<file path="src/rtl/ae_dma_pkg.sv">
// Shared constants for the fp32x2 stream DMA:
// FSM state encoding and read FIFO depth.
package ae_dma_pkg;

    localparam logic [1:0] ST_IDLE  = 2'd0;
    localparam logic [1:0] ST_WRITE = 2'd1;
    localparam logic [1:0] ST_READ  = 2'd2;
    localparam logic [1:0] ST_DONE  = 2'd3;

    localparam int FIFO_DEPTH = 2;

endpackage

</file>
<file path="src/rtl/fifo2_64.sv">
// Two-entry 64-bit FIFO holding read beats
// returned by the buffer until the stream takes them.
module fifo2_64
    import ae_dma_pkg::*;
(
    input  logic        clk,
    input  logic        rst_n,
    input  logic        push,
    input  logic [63:0] din,
    input  logic        pop,
    output logic [63:0] dout,
    output logic        valid,
    output logic [1:0]  count
);

    logic [63:0] ent0_q;
    logic [63:0] ent1_q;
    logic        wp_q;
    logic        rp_q;
    logic [1:0]  cnt_q;
    logic        push_ok;
    logic        pop_ok;

    assign pop_ok  = pop && (cnt_q != 2'd0);
    assign push_ok = push && ((cnt_q != 2'(FIFO_DEPTH)) || pop_ok);

    assign dout  = rp_q ? ent1_q : ent0_q;
    assign valid = (cnt_q != 2'd0);
    assign count = cnt_q;

    // Storage, pointers and occupancy; push+pop leaves count unchanged.
    always_ff @(posedge clk or negedge rst_n) begin
        if (!rst_n) begin
            ent0_q <= '0;
            ent1_q <= '0;
            wp_q   <= 1'b0;
            rp_q   <= 1'b0;
            cnt_q  <= 2'd0;
        end else begin
            if (push_ok) begin
                if (wp_q) ent1_q <= din;
                else      ent0_q <= din;
                wp_q <= ~wp_q;
            end
            if (pop_ok) rp_q <= ~rp_q;
            unique case ({push_ok, pop_ok})
                2'b10:   cnt_q <= cnt_q + 2'd1;
                2'b01:   cnt_q <= cnt_q - 2'd1;
                default: cnt_q <= cnt_q;
            endcase
        end
    end

endmodule

</file>
<file path="src/rtl/fp32_stream_dma.sv">
// Moves fp32x2 beats between a valid/ready stream
// and the converter buffer port, one beat per cycle.
module fp32_stream_dma
    import ae_dma_pkg::*;
#(
    parameter int ADDR_MW = 15,
    parameter int LEN_W   = 12
) (
    input  logic               clk,
    input  logic               rst_n,
    input  logic               start,
    input  logic               dir,
    input  logic [ADDR_MW-1:0] base_addr,
    input  logic [LEN_W-1:0]   len,
    output logic               busy,
    output logic               done,
    input  logic               s_valid,
    output logic               s_ready,
    input  logic [63:0]        s_data,
    output logic               m_valid,
    input  logic               m_ready,
    output logic [63:0]        m_data,
    output logic [ADDR_MW-1:0] bc_addr_m,
    output logic [63:0]        bc_din_fp32x2,
    output logic [7:0]         bc_we_m,
    input  logic [63:0]        bc_dout_fp32x2
);

    logic [1:0]         state_q;
    logic [1:0]         state_d;
    logic [ADDR_MW-1:0] addr_q;
    logic [LEN_W-1:0]   len_q;
    logic [LEN_W-1:0]   beat_q;
    logic [LEN_W-1:0]   pop_q;
    logic               rd_pend_q;
    logic [1:0]         fifo_cnt;
    logic [2:0]         occ_after;
    logic               wr_fire;
    logic               rd_issue;
    logic               rd_pop;
    logic               last_wr;
    logic               last_rd;
    logic               unused_lsb;

    assign unused_lsb = ^base_addr[2:0];

    assign busy    = (state_q != ST_IDLE);
    assign done    = (state_q == ST_DONE);
    assign s_ready = (state_q == ST_WRITE);

    assign wr_fire = s_ready && s_valid;
    assign rd_pop  = m_valid && m_ready;

    // Slots still claimed after this cycle's pop; a
    // same-cycle pop frees room so reads can stream.
    assign occ_after = {1'b0, fifo_cnt} + {2'b00, rd_pend_q}
                     - {2'b00, rd_pop};

    assign rd_issue = (state_q == ST_READ)
                   && (beat_q != len_q)
                   && (occ_after < 3'(FIFO_DEPTH));

    assign last_wr = wr_fire && (beat_q == len_q - LEN_W'(1));
    assign last_rd = rd_pop && (pop_q == len_q - LEN_W'(1));

    assign bc_we_m       = wr_fire ? 8'hFF : 8'h00;
    assign bc_addr_m     = addr_q;
    assign bc_din_fp32x2 = wr_fire ? s_data : 64'd0;

    // Next-state decode for the command sequencer.
    always_comb begin
        state_d = state_q;
        unique case (state_q)
            ST_IDLE: begin
                if (start) begin
                    if (len == '0) state_d = ST_DONE;
                    else if (dir)  state_d = ST_READ;
                    else           state_d = ST_WRITE;
                end
            end
            ST_WRITE: if (last_wr) state_d = ST_DONE;
            ST_READ:  if (last_rd) state_d = ST_DONE;
            ST_DONE:  state_d = ST_IDLE;
            default:  state_d = ST_IDLE;
        endcase
    end

    // Command latch, address walk and beat counters.
    always_ff @(posedge clk or negedge rst_n) begin
        if (!rst_n) begin
            state_q   <= ST_IDLE;
            addr_q    <= '0;
            len_q     <= '0;
            beat_q    <= '0;
            pop_q     <= '0;
            rd_pend_q <= 1'b0;
        end else begin
            state_q   <= state_d;
            rd_pend_q <= rd_issue;
            if (state_q == ST_IDLE && start) begin
                addr_q <= {base_addr[ADDR_MW-1:3], 3'b000};
                len_q  <= len;
                beat_q <= '0;
                pop_q  <= '0;
            end else begin
                if (wr_fire || rd_issue) begin
                    addr_q <= addr_q + ADDR_MW'(8);
                    beat_q <= beat_q + LEN_W'(1);
                end
                if (rd_pop) pop_q <= pop_q + LEN_W'(1);
            end
        end
    end

    fifo2_64 u_rd_fifo (
        .clk   (clk),
        .rst_n (rst_n),
        .push  (rd_pend_q),
        .din   (bc_dout_fp32x2),
        .pop   (rd_pop),
        .dout  (m_data),
        .valid (m_valid),
        .count (fifo_cnt)
    );

endmodule

</file>
<file path="config.mk">
export PLATFORM = sky130hd
export DESIGN_NAME = fp32_stream_dma
export DESIGN_NICKNAME = d
export VERILOG_FILES = /design/src/rtl/ae_dma_pkg.sv /design/src/rtl/fifo2_64.sv /design/src/rtl/fp32_stream_dma.sv
export SDC_FILE = /design/constraint.sdc
export NUM_CORES = 1
export LEC_CHECK = 0
export BUFFER_PORTS_ARGS = -buffer_cell sky130_fd_sc_hd__buf_4
export CORE_MARGIN = 5
export CORE_UTILIZATION = 48
export CTS_BUF_LIST = sky130_fd_sc_hd__clkbuf_4 sky130_fd_sc_hd__clkbuf_8
export DETAILED_ROUTE_END_ITERATION = 10
export PLACE_DENSITY = 0.86
export SKIP_LAST_GASP = 1
export SLEW_MARGIN = 40
export SYNTH_ARGS = -nofsm -noshare
export SYNTH_HDL_FRONTEND = slang
export SYNTH_SLANG_ARGS = --single-unit
</file>
<file path="constraint.sdc">
create_clock -name clk -period 3.25 [get_ports clk]
set_input_delay 0 -clock clk [delete_from_list [all_inputs] [get_ports clk]]
set_output_delay 0 -clock clk [all_outputs]
set_load 0.02 [all_outputs]
</file>
==> results of run 1 <==
## sequential cells by signal, summed over array words and instances (netlist names)
register,flops
u_rd_fifo.ent1_q,64
beat_q,12
rd_pend_q,1
u_rd_fifo.count,2
u_rd_fifo.rp_q,1
u_rd_fifo.wp_q,1
bc_addr_m,12
state_q,2
pop_q,12
u_rd_fifo.ent0_q,64
len_q,12
## logic make-up (layout without fill, tap and decap cells)
| logic type | after synthesis | count (layout) | synth area share [%] |
|---|---|---|---|
| adders and majority gates | 12 | 12 | 1.668 |
| AOI/OAI and AO/OA | 42 | 42 | 2.793 |
| xor gates and xnor gates | 75 | 75 | 7.094 |
| and+or+nand+nor | 231 | 231 | 12.86 |
| muxes | 197 | 197 | 23.40 |
| DFF | 183 | 183 | 48.44 |
| buffers and inverters | 79 | 463 | 3.706 |
| other | 1 | 5 | 0.03967 |
## stage by stage
stage	area [um^2]	hold slack (ns)	setup WS [ns]	util [%]
after floorplan	9462	-0.2956	0.03101	-
after global placement	12020	0.1053	0.2159	61.96
after detailed placement	12020	0.1099	0.09242	61.96
after CTS	13350	0.06011	0.06860	68.83
after global routing	13400	0.09917	-0.04123	69.07
final	13400	0.08286	0.1575	69.07
## cell type report
class	count	area, um^2	share of cell area [%]
multi-input combinational	560	4584	34.22
clock inverter	14	173.9	1.298
clock buffer	18	247.7	1.849
timing repair buffer	419	3430	25.60
inverter	12	45.04	0.3362
antenna	2	5.005	0.03736
sequential	183	4581	34.19
tap	265	331.6	2.475
## worst max-delay path, cell delays in order (launching register included)
cell	delay, ns
dfrtp_1	0.42
or2_2	0.32
nand2_1	0.09
inv_1	0.05
ha_1	0.27
nor2b_1	0.14
fa_1	0.41
nand3b_1	0.19
a31oi_2	0.22
nor2_2	0.11
a2111oi_0	0.51
xnor2_1	0.19
nor2_1	0.06
## repair_timing
action	CTS	global route
hold buffers	91	0
gates resized for setup	0	7
setup endpoints to repair	0	7
hold endpoints to repair	239	0
## layer usage
metal	wire length [um]	vias to the layer above	share of wire, %	track usage [%]
li1	-	3595	-	-
met1	10340	3867	36	27.68
met2	14830	360	52	44.36
met3	2316	74	8.1	6.803
met4	1158	0	4.0	11.39
met5	0	-	0	0
## report_power, final
part	switching, mW	internal (mW)	total (mW)
clock network	0.912	0.741	1.65
registers	0.861	3.25	4.11
logic	3.20	3.24	6.44
total	4.97	7.23	12.2
## layout by cell type (no fill, tap or decap), types with 16 or more instances in the layout
cell           Yosys  final
dlygate4sd3_1      0     91
xnor2_1           44     44
dfrtp_1          183    182
xor2_1            30     30
nand2_1           58     58
buf_4             11    323
nor2_1            33     31
and3_1            69     69
nand3_1           17     16
mux2_2           192    192
clkbuf_8           0     19
o21ai_0           19     19
## worst max path at each step
stage / cells past startpoint / endpoint
2_1_floorplan: 13 / bc_addr_m[12]
3_3_place_gp: 13 / beat_q[8]
3_5_place_dp: 13 / beat_q[8]
4_1_cts: 13 / beat_q[8]
5_1_grt: 13 / beat_q[5]
6_report: 12 / beat_q[11]
==> impl_metrics.py, run 1 <==
metrics = {
    "synthesis": {
        "synth_edf_count": 0,
        "syn_area_per_cell_um2": 11.53,
        "synthTopCellsByCount": "mux2_2 (192), dfrtp_1 (183), and3_1 (69), nand2_1 (58), clkbuf_1 (50)",
        "synth.area.top_cells": "dfrtp_1 (48%), mux2_2 (23%), and3_1 (4.6%)",
        "synth_cell_types": 48,
        "netlist_instances": 820,
        "synth_top_area_share_pct": 48.44,
        "ys_ff_latch": 183,
        "ys_seq_area_share_pct": 48.44,
        "synth-main-ff-cell": "dfrtp_1",
        "async_flop_share_pct": 100.0,
        "yosys.area.top_type": "dfrtp_1",
        "ys_warn_count": 0,
        "syn_area_um2": 9454,
        "yosysMostFrequentCell": "mux2_2",
    },
    "setup_path": {
        "crit_type": "register to register",
        "worst-r2r-cell-count": 12,
        "arrival_ns": 3.42,
        "timing.rr.end": "beat_q[11]",
        "cp_max_fo": 4,
        "worstPathRequired_ns": 3.58,
        "cp-end-kind": "register",
        "cp-startpoint": "u_rd_fifo.count[1]",
        "timing.rr.start": "u_rd_fifo.count[1]",
        "rrSetupSlack_ns": 0.16,
        "startpoint_type": "register",
    },
    "placed_design": {
        "place.gp.congestion": 0.8861,
        "post-dp-hpwl_mm": 18.88,
        "place.port_buffers": 309,
        "dp.cells": 1348,
    },
    "clock_network": {
        "cts_tree": "yes",
        "clockBufferDepth": 2,
        "cts.sinks": 183,
        "h-tree-depth": 4,
        "clk_latency_ns": 0.47,
        "postCtsSetupBuffers": 0,
        "cts_buffers": 17,
        "clkTransAtPathRegs_ns": 0.10,
        "root_buffer": "clkbuf_8",
    },
    "die": {
        "coreArea_um2": 19400,
        "fp.dieArea_um2": 22600,
        "die_y_um": 150.3,
        "ios": 316,
        "rows": 51,
        "initial_core_util_pct": 48.74,
        "die_w_um": 150.3,
    },
    "timing": {
        "max_freq_ghz": 0.3234,
        "rsz0062_at_grt": "yes",
        "tightest_slew_ns": 0.7514,
        "fin_crit_ns": 3.092,
        "skew_ns": 0.01372,
        "maxSlewHeadroom_pct": 49.90,
        "tns_ns": 0,
        "hold_violations": 0,
        "fin_crit_sh_pct": 95.15,
        "setup_viol": 0,
        "slew_violations": 0,
    },
    "global_route": {
        "track_usage_pct": 24.92,
        "grt_pass1_vias": 8340,
        "grt_pass1_wl_mm": 43.97,
        "grt.overflow.total": 0,
        "grt_max_degree": 87,
        "antenna_found_initial": 2,
    },
    "outcome": {
        "status": "complete, no violations",
    },
    "power_and_ir_drop": {
        "p_leak_nw": 6.564,
        "ir_drop_v": 0.0006612,
        "power_density_nw_per_um2": 910.9,
        "power.total_mw": 12.20,
    },
    "layout": {
        "drive_gt1_share_pct": 47.10,
        "final.fill_count": 1320,
        "syn_to_final_growth_pct": 41.71,
        "stdcell_count": 1473,
        "num-nets-final": 1366,
    },
    "flow_run": {
        "drv_cap": 0,
    },
    "worst_hold_path": {
        "min-delay-start": "start",
        "min_path_type": "primary input to register",
        "whs_path_depth": 4,
        "min_to": "state_q[1]",
    },
    "routing": {
        "drtIter0Drc": 434,
        "route.detailed.drc": 0,
        "post_drt_wl_per_cell_um": 19.45,
        "num_vias": 7896,
        "ant_nets": 0,
        "drt_wl_total_mm": 28.64,
        "vias_per_cell": 5.360,
        "dr.pass1.iters": 5,
    },
}
Note: power is estimated with default switching activity, not from simulation.
==> run 2, diff against run 1 <==
--- a/config.mk
+++ b/config.mk
@@ -10,9 +10,10 @@
 export CORE_UTILIZATION = 48
 export CTS_BUF_LIST = sky130_fd_sc_hd__clkbuf_4 sky130_fd_sc_hd__clkbuf_8
 export DETAILED_ROUTE_END_ITERATION = 10
-export PLACE_DENSITY = 0.86
+export PLACE_DENSITY = 0.85
 export SKIP_LAST_GASP = 1
 export SLEW_MARGIN = 40
 export SYNTH_ARGS = -nofsm -noshare
 export SYNTH_HDL_FRONTEND = slang
+export SYNTH_HIERARCHICAL = 1
 export SYNTH_SLANG_ARGS = --single-unit
==> constraint.sdc (replaced) <==
create_clock -name clk -period 3.25 [get_ports clk]
set_input_delay 0.1625 -clock clk [delete_from_list [all_inputs] [get_ports clk]]
set_output_delay 0.1625 -clock clk [all_outputs]
set_load 0.02 [all_outputs]
==> impl_metrics.py, run 2 <==
metrics = {
    "flow_run": {
        "drv_cap": 0,
    },
    "timing": {
        "fin_crit_ns": 3.075,
        "tns_ns": 0,
        "max_freq_ghz": 0.3252,
        "rsz0062_at_grt": "no",
        "skew_ns": 0.02238,
        "tightest_slew_ns": 0.7849,
        "fin_crit_sh_pct": 94.63,
        "slew_violations": 0,
        "setup_viol": 0,
        "maxSlewHeadroom_pct": 47.49,
        "hold_violations": 0,
    },
    "clock_network": {
        "clockBufferDepth": 2,
        "clk_latency_ns": 0.47,
        "root_buffer": "clkbuf_8",
        "cts.sinks": 183,
        "cts_tree": "yes",
        "clkTransAtPathRegs_ns": 0.12,
        "postCtsSetupBuffers": 0,
        "cts_buffers": 17,
        "h-tree-depth": 4,
    },
    "power_and_ir_drop": {
        "p_leak_nw": 6.418,
        "ir_drop_v": 0.0005961,
        "power.total_mw": 12.46,
        "power_density_nw_per_um2": 928.3,
    },
    "layout": {
        "syn_to_final_growth_pct": 37.60,
        "drive_gt1_share_pct": 36.13,
        "n_antenna_cell": 0,
        "final_common_cell": "buf_4",
        "final.fill_count": 1459,
        "num-nets-final": 1435,
        "fin_util_pct": 66.76,
        "reg_top3": "u_rd_fifo/ent0_q x64, u_rd_fifo/ent1_q x64",
        "design_area_um2": 13420,
        "stdcell_count": 1546,
        "final_cell_mix": "buf_4 (325), dfrtp_1 (181), o2bb2ai_1 (120)",
    },
    "synthesis": {
        "ys_warn_count": 6,
        "ys_seq_area_share_pct": 46.95,
        "synth.area.top_cells": "dfrtp_1 (47%), o2bb2ai_1 (11%), mux2_2 (9.2%)",
        "yosysMostFrequentCell": "dfrtp_1",
        "synth_top_area_share_pct": 46.95,
        "synth_cell_types": 60,
        "synth-main-ff-cell": "dfrtp_1",
        "synthTopCellsByCount": "dfrtp_1 (183), o2bb2ai_1 (120), nand2_1 (102), mux2_2 (80), and3_1 (73)",
        "yosys.area.top_type": "dfrtp_1",
        "syn_area_per_cell_um2": 10.65,
        "netlist_instances": 916,
        "ys_ff_latch": 183,
        "syn_area_um2": 9754,
        "async_flop_share_pct": 100.0,
        "synth_edf_count": 0,
    },
    "die": {
        "coreArea_um2": 20100,
        "die_w_um": 152.6,
        "fp.dieArea_um2": 23270,
        "ios": 316,
        "rows": 52,
        "die_y_um": 152.6,
        "initial_core_util_pct": 48.52,
    },
    "routing": {
        "num_vias": 8660,
        "post_drt_wl_per_cell_um": 19.62,
        "drtIter0Drc": 653,
        "dr.pass1.iters": 4,
        "route.detailed.drc": 0,
        "ant_nets": 0,
        "drt_wl_total_mm": 30.34,
        "vias_per_cell": 5.602,
    },
    "worst_hold_path": {
        "min_path_type": "primary input to asynchronous set/reset pin",
    },
    "global_route": {
        "grt_pass1_wl_mm": 48.78,
        "track_usage_pct": 25.55,
        "grt_pass1_vias": 8869,
        "grt_max_degree": 107,
        "antenna_found_initial": 0,
        "grt.overflow.total": 0,
    },
    "setup_path": {
        "critPathSlowestCell": "or4b_4",
        "cp-end-kind": "register",
        "max_stage_delay_ns": 0.57,
        "startpoint_type": "register",
        "worstPathRequired_ns": 3.64,
        "cp_cell_sequence": "inv_1, ha_2, or4b_4, o21ai_2, nor4bb_1, nor3_1, or4_4, a221oi_4, mux2i_1",
        "crit_type": "register to register",
        "cp_max_fo": 10,
        "arrival_ns": 3.46,
    },
    "placed_design": {
        "place.port_buffers": 309,
        "dp.cells": 1423,
        "placed_area_um2": 12080,
        "post-dp-hpwl_mm": 19.95,
        "place.gp.congestion": 0.9297,
    },
    "outcome": {
        "status": "complete, no violations",
    },
}
run 2: cell count changes in the layout (fill, tap and decap cells not counted), sizes merged, moves of 4 or more:
cell     previous run  this run
nand2              58       102
xnor2              44        34
and3               69        73
nand3              17        12
o2bb2ai             0       120
clkinv              1         5
nor2               34        30
nand2b              2         6
o21ai              19        25
mux2              192        80
xor2               30        35
nand4               9        15
nor3                9        13
run 2: critical path, delay by kind of cell (launching register included):
kind                       cells  cell delay [ns]
AOI/OAI and AO/OA              2             0.50
adders and majority gates      1             0.27
buffers and inverters          1             0.11
DFF                            1             0.45
muxes                          1             0.22
and+or+nand+nor                4             1.46
run 2: path summary, 6_finish.rpt:
kind	end	from	slack, ns	cells after the start
worst max-delay path	state_q[1]	len_q[0]	0.17	9
worst min-delay path	u_rd_fifo/ent1_q[1]	rst_n	0.21	2
worst max register to register	state_q[1]	len_q[0]	0.17	9
worst min register to register	u_rd_fifo/ent1_q[8]	u_rd_fifo/ent1_q[8]	0.49	1
max in group asynchronous	u_rd_fifo/ent0_q[59]	rst_n	2.19	3
min in group clk	state_q[0]	start	0.29	4
run 2: through the flow:
stage                     setup slack [ns]  hold slack, ns
final                               0.1745          0.2101
after global routing             0.0002860          0.2485
after CTS                          0.09233          0.2534
after detailed placement            0.1063          0.2721
after global placement              0.2023          0.3516
after floorplan                  0.0003286         -0.1331
run 2: logic make-up (layout without fill, tap and decap cells):
kind of cell	after synthesis	after routing	share of synthesized area, %
muxes	84	84	9.646
DFF	183	183	46.95
adders and majority gates	11	11	1.488
buffers and inverters	105	463	5.798
other	1	3	0.03844
AOI/OAI and AO/OA	172	172	14.20
xor gates and xnor gates	69	69	6.195
and+or+nand+nor	291	291	15.69
run 2: what timing repair did:
action                                  in CTS  in global routing
endpoints found under the setup margin       0                 11
gates resized for setup                      0                  6
hold buffers                                90                  0
endpoints found under the hold margin      256                  0
run 2: routing by layer:
layer  global-route usage (%)  part of all wire, %  wire [um]  vias up
met1                    34.94                   43      13080     4290
li1                         -                    -          -     3988
met4                    9.928                  3.1        937        0
met5                        0                    0          0        -
met3                    3.919                  5.3       1606       64
met2                    41.26                   49      14720      318
run 2: power breakdown:
part | switching [mW] | total [mW] | internal (mW)
registers | 0.890 | 4.18 | 3.29
clock network | 0.967 | 1.56 | 0.588
logic | 3.53 | 6.73 | 3.19
total | 5.39 | 12.5 | 7.07
run 2: final cells by class:
cell class	instances	area (um^2)	area share, %
inverter	12	45.04	0.3356
tap	270	337.8	2.517
timing repair buffer	419	3415	25.44
multi-input combinational	630	4638	34.56
clock inverter	15	170.2	1.268
clock buffer	17	234.0	1.743
sequential	183	4582	34.14
